$ cat config.mk
export PLATFORM = sky130hd
export DESIGN_NAME = fcw_voice_scheduler
export DESIGN_NICKNAME = d
export VERILOG_FILES = /design/src/rtl/organ_pkg.sv /design/src/rtl/voice_lru.sv /design/src/rtl/fcw_voice_scheduler.sv
export SDC_FILE = /design/constraint.sdc
export NUM_CORES = 1
export LEC_CHECK = 0
export ABC_AREA = 1
export BUFFER_PORTS_ARGS = -buffer_cell sky130_fd_sc_hd__buf_2
export CAP_MARGIN = 10
export CORE_UTILIZATION = 40
export CTS_CLUSTER_SIZE = 16
export DETAILED_ROUTE_END_ITERATION = 10
export GPL_TIMING_DRIVEN = 0
export MAX_ROUTING_LAYER = met4
export PLACE_DENSITY_LB_ADDON = 0.2
export SKIP_LAST_GASP = 1
export SYNTH_ARGS = -nofsm -noshare
export SYNTH_HDL_FRONTEND = slang
export SYNTH_SLANG_ARGS = --single-unit
export TNS_END_PERCENT = 10
$ cat constraint.sdc
create_clock -name clk -period 13.8 [get_ports clk]
set_input_delay 2.76 -clock clk [delete_from_list [all_inputs] [get_ports clk]]
set_output_delay 2.76 -clock clk [all_outputs]
set_load 0.02 [all_outputs]
$ cat src/rtl/organ_pkg.sv
// Shared widths, limits and scheduler FSM states for the organ voice path.
// Imported by the FCW voice scheduler and its LRU helper.
package organ_pkg;

    localparam int NOTE_W = 7;
    localparam int FCW_W  = 24;

    localparam logic [NOTE_W-1:0] MAX_NOTE = 7'h58;

    typedef enum logic [1:0] {
        ST_IDLE,
        ST_LOOKUP,
        ST_WRITE
    } sched_state_t;

    // Notes outside 1..MAX_NOTE run the FSM but never touch a voice.
    function automatic logic note_in_range(input logic [NOTE_W-1:0] n);
        return (n != '0) && (n <= MAX_NOTE);
    endfunction

endpackage

$ cat src/rtl/voice_lru.sv
// Least-recently-allocated tracking: one rank per voice, 0 = newest.
// Ranks always form a permutation of 0..NUM_VOICES-1.
module voice_lru
    import organ_pkg::*;
#(
    parameter int  NUM_VOICES = 4,
    localparam int IDX_W      = (NUM_VOICES > 1) ? $clog2(NUM_VOICES) : 1
) (
    input  logic             clk,
    input  logic             reset,
    input  logic             touch,
    input  logic [IDX_W-1:0] touch_idx,
    output logic [IDX_W-1:0] oldest_idx
);

    logic [IDX_W-1:0] rank [NUM_VOICES];
    logic [IDX_W-1:0] touched_rank;

    assign touched_rank = rank[touch_idx];

    // Touched voice becomes newest; voices newer than it age by one.
    always_ff @(posedge clk or posedge reset) begin
        if (reset) begin
            for (int i = 0; i < NUM_VOICES; i++) begin
                rank[i] <= IDX_W'(i);
            end
        end else if (touch) begin
            for (int i = 0; i < NUM_VOICES; i++) begin
                if (touch_idx == IDX_W'(i)) begin
                    rank[i] <= '0;
                end else if (rank[i] < touched_rank) begin
                    rank[i] <= rank[i] + 1'b1;
                end
            end
        end
    end

    // The voice holding the highest rank is the steal candidate.
    always_comb begin
        oldest_idx = '0;
        for (int i = 0; i < NUM_VOICES; i++) begin
            if (rank[i] == IDX_W'(NUM_VOICES - 1)) begin
                oldest_idx = IDX_W'(i);
            end
        end
    end

endmodule

$ cat src/rtl/fcw_voice_scheduler.sv
// Polyphonic note-event scheduler sharing one external FCW table.
// Each event runs IDLE -> LOOKUP -> WRITE; voices update when WRITE ends.
module fcw_voice_scheduler
    import organ_pkg::*;
#(
    parameter int  NUM_VOICES = 4,
    localparam int IDX_W      = (NUM_VOICES > 1) ? $clog2(NUM_VOICES) : 1
) (
    input  logic                        clk,
    input  logic                        reset,
    input  logic                        ev_valid,
    output logic                        ev_ready,
    input  logic [NOTE_W-1:0]           ev_note,
    input  logic                        ev_on,
    output logic [NOTE_W-1:0]           fcw_addr,
    input  logic [FCW_W-1:0]            fcw,
    output logic [NUM_VOICES*FCW_W-1:0] voice_fcw,
    output logic [NUM_VOICES-1:0]       voice_gate
);

    sched_state_t      state;
    logic [NOTE_W-1:0] note_q;
    logic              on_q;
    logic [IDX_W-1:0]  tgt_idx;
    logic              tgt_commit;

    logic [NOTE_W-1:0] voice_note [NUM_VOICES];

    logic              match_found;
    logic [IDX_W-1:0]  match_idx;
    logic              free_found;
    logic [IDX_W-1:0]  free_idx;
    logic [IDX_W-1:0]  oldest_idx;
    logic [IDX_W-1:0]  pick_idx;
    logic              pick_commit;
    logic              touch;

    // Find lowest-index gated voice with the latched note, and lowest free voice.
    always_comb begin
        match_found = 1'b0;
        match_idx   = '0;
        free_found  = 1'b0;
        free_idx    = '0;
        for (int i = NUM_VOICES - 1; i >= 0; i--) begin
            if (voice_gate[i] && (voice_note[i] == note_q)) begin
                match_found = 1'b1;
                match_idx   = IDX_W'(i);
            end
            if (!voice_gate[i]) begin
                free_found = 1'b1;
                free_idx   = IDX_W'(i);
            end
        end
    end

    // Target choice: retrigger, else free voice, else steal the oldest.
    always_comb begin
        pick_idx    = match_idx;
        pick_commit = 1'b0;
        if (note_in_range(note_q)) begin
            if (on_q) begin
                pick_commit = 1'b1;
                if (match_found) begin
                    pick_idx = match_idx;
                end else if (free_found) begin
                    pick_idx = free_idx;
                end else begin
                    pick_idx = oldest_idx;
                end
            end else begin
                pick_commit = match_found;
                pick_idx    = match_idx;
            end
        end
    end

    // Event sequencing with registered handshake and table address.
    always_ff @(posedge clk or posedge reset) begin
        if (reset) begin
            state      <= ST_IDLE;
            ev_ready   <= 1'b1;
            fcw_addr   <= '0;
            note_q     <= '0;
            on_q       <= 1'b0;
            tgt_idx    <= '0;
            tgt_commit <= 1'b0;
        end else begin
            unique case (state)
                ST_IDLE: begin
                    if (ev_valid && ev_ready) begin
                        note_q   <= ev_note;
                        on_q     <= ev_on;
                        fcw_addr <= ev_note;
                        ev_ready <= 1'b0;
                        state    <= ST_LOOKUP;
                    end
                end
                ST_LOOKUP: begin
                    tgt_idx    <= pick_idx;
                    tgt_commit <= pick_commit;
                    state      <= ST_WRITE;
                end
                ST_WRITE: begin
                    tgt_commit <= 1'b0;
                    fcw_addr   <= '0;
                    ev_ready   <= 1'b1;
                    state      <= ST_IDLE;
                end
                default: begin
                    fcw_addr <= '0;
                    ev_ready <= 1'b1;
                    state    <= ST_IDLE;
                end
            endcase
        end
    end

    assign touch = (state == ST_WRITE) && tgt_commit && on_q;

    // Voice update on the edge that ends WRITE; note-off keeps the FCW.
    always_ff @(posedge clk or posedge reset) begin
        if (reset) begin
            voice_fcw  <= '0;
            voice_gate <= '0;
            for (int i = 0; i < NUM_VOICES; i++) begin
                voice_note[i] <= '0;
            end
        end else if ((state == ST_WRITE) && tgt_commit) begin
            for (int i = 0; i < NUM_VOICES; i++) begin
                if (tgt_idx == IDX_W'(i)) begin
                    if (on_q) begin
                        voice_fcw[i*FCW_W +: FCW_W] <= fcw;
                        voice_gate[i]               <= 1'b1;
                        voice_note[i]               <= note_q;
                    end else begin
                        voice_gate[i] <= 1'b0;
                    end
                end
            end
        end
    end

    voice_lru #(
        .NUM_VOICES (NUM_VOICES)
    ) u_lru (
        .clk        (clk),
        .reset      (reset),
        .touch      (touch),
        .touch_idx  (tgt_idx),
        .oldest_idx (oldest_idx)
    );

endmodule

==> results.json, run 1 <==
{
  "rows": 47,
  "die_w_um": 132,
  "ys_seq_area_share_pct": 58.2,
  "timing.fmax_mhz": 257,
  "tightest_slew_ns": 0.637,
  "htree_levels": 4,
  "grtUsageTotal_pct": 22.6,
  "drv_cap": 0,
  "final_area_um2": 8370,
  "grt_start_max_net_pins": 114,
  "async_flop_share_pct": 100,
  "slew_headroom_pct": 57.6,
  "grt_pass1_wl_mm": 29.9,
  "fin_skew_ns": 0.0123,
  "rr_worst_depth": 8,
  "regToRegEndpoint": "voice_note[7]$_DFFE_PP0P_",
  "syn2layout_area_growth_pct": 23.9,
  "cp_top_family": "flip-flops",
  "endpoint_kind": "output port",
  "grt-ovfl-total": 0,
  "cp-start-kind": "flip-flop",
  "fin_crit_ns": 3.88,
  "critical_path_buf_inv_count": 1,
  "fp.dieArea_um2": 17400,
  "switching_power_uw": 636,
  "diodes": 0,
  "r2r-start": "state[0]$_DFFE_PP0N_",
  "internal_power_uw": 979,
  "vias": 5747,
  "cts_resized": 0,
  "cts_hold_buffers": 0,
  "io_buffers": 142,
  "ir_drop_uv": 98.0,
  "synth-seq-cells": 157,
  "status": "finished clean",
  "drt_iter0_markers": 369,
  "vias_per_cell": 4.80,
  "worstPathMaxFanout": 5,
  "p_per_area_nw_per_um2": 193,
  "post-cts-setup-buffer-count": 0,
  "hold_end": "voice_fcw[47]$_DFFE_PP0P_",
  "drt_wl_total_mm": 17.9,
  "clockPowerShare_pct": 28.7,
  "final-hold-violation-count": 0,
  "path_cells": "buf_2",
  "synth_cell_types": 23,
  "cts.clk_slew.worst_paths_ns": 0.07,
  "final_common_cell": "nand2_1",
  "wl_per_cell_um": 14.9,
  "arrival_ns": 1.12,
  "hold_path_depth": 2,
  "place.gp.congestion": 0.796,
  "dp_hpwl_mm": 12.6,
  "cts_made_buffers": 17,
  "fp.dieH_um": 132,
  "antenna_found_initial": 0,
  "drive_gt1_share_pct": 21.5,
  "p_leak_uw": 0.00425,
  "cts-root-buf": "clkbuf_16",
  "syn_nets": 849,
  "fin_crit_sh_pct": 28.1,
  "cts.sinks": 157,
  "final_cell_mix": "283 x nand2_1, 159 x buf_2, 152 x o21ai_0, 152 x dfrtp_1, 80 x inv_1",
  "firstDrtPassIters": 5,
  "drc": 0,
  "crit_type": "flip-flop to output port",
  "hold_path_class": "flip-flop to flip-flop",
  "regToRegSetupSlack_ns": 11.56,
  "ios": 143,
  "slowest_stage": "dfrtp_1",
  "insertion_delay_ns": 0.43,
  "nFillCells": 1604,
  "synth_flop_cell": "dfrtp_1",
  "rsz0062_at_grt": "no",
  "seqPwrFrac_pct": 40.6,
  "synth.avg_cell_area_um2": 8.42,
  "pwr-share-comb_pct": 30.7,
  "synth_edf_count": 0,
  "worstHoldStart": "voice_fcw[47]$_DFFE_PP0P_",
  "grt_pass1_vias": 5720,
  "yosysWarnings": 0,
  "postPlaceCellArea_um2": 7780,
  "synthTopCellsByArea": "dfrtp_1 56%, nand2_1 16%, o21ai_0 11%",
  "max_stage_delay_ns": 0.48,
  "cts_tree": "yes",
  "setup_viol": 0,
  "nets": 1011,
  "worst-endpoint-required_ns": 11.04,
  "cts_max_path_buffers": 2,
  "fin_setup_tns_ns": 0,
  "p_sw_share_pct": 39.4,
  "initial_utilization_pct": 40.9,
  "fp.coreArea_um2": 16500,
  "postSynthCellCount": 803,
  "netlist_area_um2": 6760,
  "slew_violations": 0,
  "drtAntennaViolNets": 0,
  "synth_top_cell_by_area": "dfrtp_1",
  "synth_top_cell_area_share_pct": 56.3
}
## stage by stage
step           worst slack (ns)  hold slack [ns]  utilization [%]  total power, uW  instances
5_1_grt                    9.88            0.494             50.7             1730       1198
3_5_place_dp               9.78            0.467             47.1             1160       1166
4_1_cts                    9.89            0.485             50.7             1630       1198
3_3_place_gp               4.86            0.461             46.9             1150       1165
2_1_floorplan              6.81            0.453                -              985        803
6_report                   9.92            0.478             50.7             1620       1198
## power by group through the flow
| stage | clock (uW) | combinational [uW] | sequential [uW] |
|---|---|---|---|
| 6_report | 463 | 496 | 656 |
| 5_1_grt | 493 | 567 | 671 |
| 4_1_cts | 472 | 501 | 655 |
| 3_5_place_dp | 0 | 502 | 660 |
| 3_3_place_gp | 0 | 490 | 661 |
| 2_1_floorplan | 0 | 249 | 736 |
## kinds of logic after synthesis
logic type                 after synthesis  synth area share (%)
buffers and inverters                  119                  7.20
AOI/OAI and AO/OA                      166                  12.5
and+or+nand+nor                        350                  20.1
adders and majority gates               11                  2.04
DFF                                    157                  58.2
## cells in the mapped netlist, types with 2 or more instances
cell,n
a21oi_1,8
a22oi_1,2
buf_2,17
buf_6,2
clkbuf_1,14
dfrtp_1,152
dfstp_2,5
ha_1,11
inv_1,81
inv_2,4
nand2_1,283
nand2_2,2
nand3_1,15
nor2_1,39
nor2_2,2
nor3_1,7
o21ai_0,152
o21ai_1,2
## sequential cells by signal, summed over array words and instances, names as in the netlist
signal      flops
voice_fcw      96
tgt_commit      1
note_q          7
voice_note     28
u_lru.rank      8
tgt_idx         2
voice_gate      4
state           2
on_q            1
fcw_addr        7
ev_ready        1
## worst max-delay path by stage
stage / startpoint / slack (ns) / depth (start not counted) / end
6_report: voice_gate[0]$_DFFE_PP0P_ / 9.92 / 1 / voice_gate[0]
5_1_grt: voice_gate[0]$_DFFE_PP0P_ / 9.88 / 1 / voice_gate[0]
4_1_cts: voice_gate[0]$_DFFE_PP0P_ / 9.89 / 1 / voice_gate[0]
3_5_place_dp: ev_valid / 9.78 / 5 / note_q[2]$_DFFE_PP0P_
3_3_place_gp: reset / 4.86 / 2 / fcw_addr[5]$_DFFE_PP0P_
2_1_floorplan: reset / 6.81 / 1 / fcw_addr[0]$_DFFE_PP0P_
## cell type report
| type | count | area [um^2] | share of cell area [%] |
|---|---|---|---|
| tap | 220 | 275 | 3.29 |
| sequential | 157 | 3940 | 47.0 |
| timing repair buffer | 143 | 738 | 8.82 |
| multi-input combinational | 527 | 2340 | 27.9 |
| inverter | 85 | 327 | 3.90 |
| clock inverter | 15 | 166 | 1.99 |
| buffer | 34 | 168 | 2.00 |
| clock buffer | 17 | 425 | 5.08 |
## per-layer routing
layer | GRT usage [%] | vias to the layer above | part of all wire, %
li1 | - | 2846 | -
met1 | 30.5 | 2735 | 48
met2 | 33.6 | 151 | 45
met3 | 5.54 | 15 | 6.1
met4 | 6.59 | 0 | 1.1
met5 | - | - | 0
(Power assumes the default switching activity.)
==> run 2: changes to the inputs <==
Settings changed: ABC_AREA 1 to 0.
Clock period 13.8 ns to 3.5 ns, I/O delays scaled along.
==> run 2 against run 1 <==
Effect of this change:
- first-iteration DRC count fell by 53%
- clock skew fell by 0.0063 ns
- synthesized cell count fell by 41%
- core utilization rose by 0.27 points
- hold slack got worse by 0.15 ns
- cell count fell by 27%
- sequential share of layout area fell by 0.24 points
- non-clock buffer count fell by 9
==> results.json, run 2 <==
{
  "status": "finished clean",
  "ys_seq_area_share_pct": 58.3,
  "p_sw_share_pct": 32.7,
  "vias_per_cell": 5.07,
  "endpoint_kind": "flip-flop",
  "antenna_found_initial": 0,
  "arrival_ns": 2.66,
  "cp-start-kind": "flip-flop",
  "worst-endpoint-required_ns": 3.80,
  "syn2layout_area_growth_pct": 24.6,
  "final_core_util_pct": 50.9,
  "cts.sinks": 157,
  "final-hold-violation-count": 0,
  "top_register": "voice_fcw",
  "cts_resized": 0,
  "place.gp.congestion": 0.780,
  "wl_per_cell_um": 17.1,
  "synth_common_cells": "152 x dfrtp_1, 121 x mux2_1, 28 x xnor2_1",
  "io_buffers": 142,
  "cts.clk_slew.worst_paths_ns": 0.06,
  "path_cells": "buf_4 -> mux4_2 -> inv_1 -> ha_1 -> nor3b_1 -> o21ai_0 -> a32o_1",
  "max_stage_delay_ns": 0.51,
  "cts_made_buffers": 17,
  "pwr-share-comb_pct": 29.4,
  "vias": 4408,
  "nets": 684,
  "drc": 0,
  "cts-root-buf": "clkbuf_16",
  "insertion_delay_ns": 0.42,
  "largestRegisters": "voice_fcw x96, voice_note x28, u_lru.rank x8",
  "fp.dieArea_um2": 17400,
  "preCtsSetupSlack_ns": 1.25,
  "postSynthCellCount": 473,
  "slowest_stage": "mux4_2",
  "firstDrtPassIters": 4,
  "timing.final.ws_setup_ns": 1.14,
  "rsz0062_at_grt": "no",
  "drive_gt1_share_pct": 35.2,
  "synth.avg_cell_area_um2": 14.3,
  "synth_edf_count": 0,
  "internal_power_uw": 4080,
  "fin_cells": 870,
  "fin_crit_sh_pct": 67.5,
  "fp.dieH_um": 132,
  "final_common_cell": "dfrtp_1",
  "diodes": 0,
  "synth_flop_cell": "dfrtp_1",
  "synth_top_cell_by_area": "dfrtp_1",
  "dp_cells": 839,
  "netlist_area_um2": 6750,
  "p_per_area_nw_per_um2": 720,
  "grt_pass1_vias": 4846,
  "critical_path_buf_inv_count": 2,
  "fin_skew_ns": 0.00606,
  "slew_violations": 0,
  "setup_viol": 0,
  "syn_nets": 519,
  "slew_headroom_pct": 63.5,
  "drtAntennaViolNets": 0,
  "clockPowerShare_pct": 30.1,
  "drt_wl_total_mm": 14.9,
  "drv_cap": 0,
  "grt_pass1_wl_mm": 25.4,
  "seqPwrFrac_pct": 40.5,
  "switching_power_uw": 1980,
  "worstPathMaxFanout": 10,
  "final_cell_mix": "152 x dfrtp_1, 147 x buf_2, 121 x mux2_1",
  "largest_reg_flops": 96,
  "yosysWarnings": 0,
  "synth_top_cell_area_share_pct": 56.3,
  "die_w_um": 132,
  "grtUsageTotal_pct": 19.3,
  "cts_max_path_buffers": 2,
  "tightest_slew_ns": 0.547,
  "ir_drop_uv": 357,
  "timing.fmax_mhz": 423,
  "yosysMostFrequentCell": "dfrtp_1",
  "rr_worst_depth": 7,
  "cts_hold_buffers": 0,
  "grt-ovfl-total": 0,
  "cts_tree": "yes",
  "async_flop_share_pct": 100,
  "drt_iter0_markers": 174,
  "post-cts-setup-buffer-count": 0,
  "synthTopCellsByArea": "dfrtp_1 56%, mux2_1 20%, xnor2_1 3.6%",
  "dp_hpwl_mm": 11.0,
  "htree_levels": 4,
  "crit_type": "flip-flop to flip-flop",
  "rows": 47,
  "ios": 143,
  "p_leak_uw": 0.00435,
  "cp_top_family": "multiplexers",
  "fin_crit_ns": 2.36,
  "nFillCells": 1478,
  "cp.depth": 7,
  "synth_cell_types": 52,
  "hold_ws_ns": 0.328,
  "synth-seq-cells": 157,
  "power_uw": 6060,
  "initial_utilization_pct": 40.9,
  "grt_start_max_net_pins": 42,
  "hold_path_class": "input port to asynchronous set/reset pin",
  "fp.coreArea_um2": 16500
}
-- run 2: cell types whose count changed in the layout (fill, tap and decap cells not counted), sizes merged, moves of 5 or more --
cell | before | now
a22o | 0 | 8
buf | 163 | 168
clkbuf | 31 | 22
inv | 94 | 10
mux2 | 0 | 133
nand2 | 285 | 16
nand3 | 15 | 6
nand4 | 1 | 8
nor2 | 41 | 17
nor3 | 7 | 1
o21ai | 154 | 11
xnor2 | 0 | 28
-- run 2: kinds of logic (layout without fill, tap and decap cells) --
logic type                 count (synthesis)  after routing  share of synthesized area [%]
AOI/OAI and AO/OA                         47             47                           5.37
xor gates and xnor gates                  28             28                           3.63
adders and majority gates                 11             11                           2.04
buffers and inverters                     32            209                           2.87
DFF                                      157            157                           58.3
muxes                                    137            137                           23.1
and+or+nand+nor                           61             61                           4.65
-- run 2: path summary, 6_finish.rpt --
check                           slack (ns)                       from                    endpoint
max in group asynchronous             2.17                      reset  voice_note[23]$_DFFE_PP0P_
min in group clk                      0.48  voice_fcw[80]$_DFFE_PP0P_   voice_fcw[80]$_DFFE_PP0P_
worst min-delay path                  0.33                      reset   voice_fcw[56]$_DFFE_PP0P_
worst max register to register        1.14     tgt_idx[1]$_DFFE_PP0N_   u_lru.rank[7]$_DFFE_PP0P_
worst max-delay path                  1.14     tgt_idx[1]$_DFFE_PP0N_   u_lru.rank[7]$_DFFE_PP0P_
worst min register to register        0.48  voice_fcw[80]$_DFFE_PP0P_   voice_fcw[80]$_DFFE_PP0P_
-- run 2: stage by stage --
step / area, um^2 / setup TNS, ns
floorplan: 6760 / 0
global placement: 7740 / -12.00
detailed placement: 7820 / 0
CTS: 8410 / 0
global route: 8410 / 0
finish: 8410 / 0
-- run 2: area by class of cell --
cell class	instances	area [um^2]	area share, %
tap	220	275	3.27
sequential	157	3940	46.8
clock buffer	22	484	5.75
timing repair buffer	146	791	9.40
multi-input combinational	284	2620	31.2
clock inverter	9	109	1.29
inverter	10	41.3	0.491
buffer	22	156	1.86
-- run 2: per-layer routing --
metal / track usage [%] / wire length [um] / vias to the layer above / part of all wire, %
li1: - / - / 2015 / -
met2: 31.4 / 7430 / 114 / 50
met5: - / 0 / - / 0
met1: 23.4 / 6380 / 2260 / 43
met3: 5.19 / 820 / 19 / 5.5
met4: 6.40 / 220 / 0 / 1.5
-- run 2: power by group through the flow --
stage | clock network [uW] | logic, uW | registers [uW]
after floorplan | 0 | 896 | 2790
after global placement | 0 | 1760 | 2460
after detailed placement | 0 | 1810 | 2480
after CTS | 1870 | 1810 | 2460
after global routing | 1950 | 1950 | 2510
final | 1820 | 1780 | 2450
-- run 2: worst register-to-register path: stages, from the launching register on --
cell and delay [ns]:
dfrtp_1 0.40, buf_4 0.20, mux4_2 0.51, inv_1 0.16, ha_1 0.27, nor3b_1 0.30, o21ai_0 0.18, a32o_1 0.23
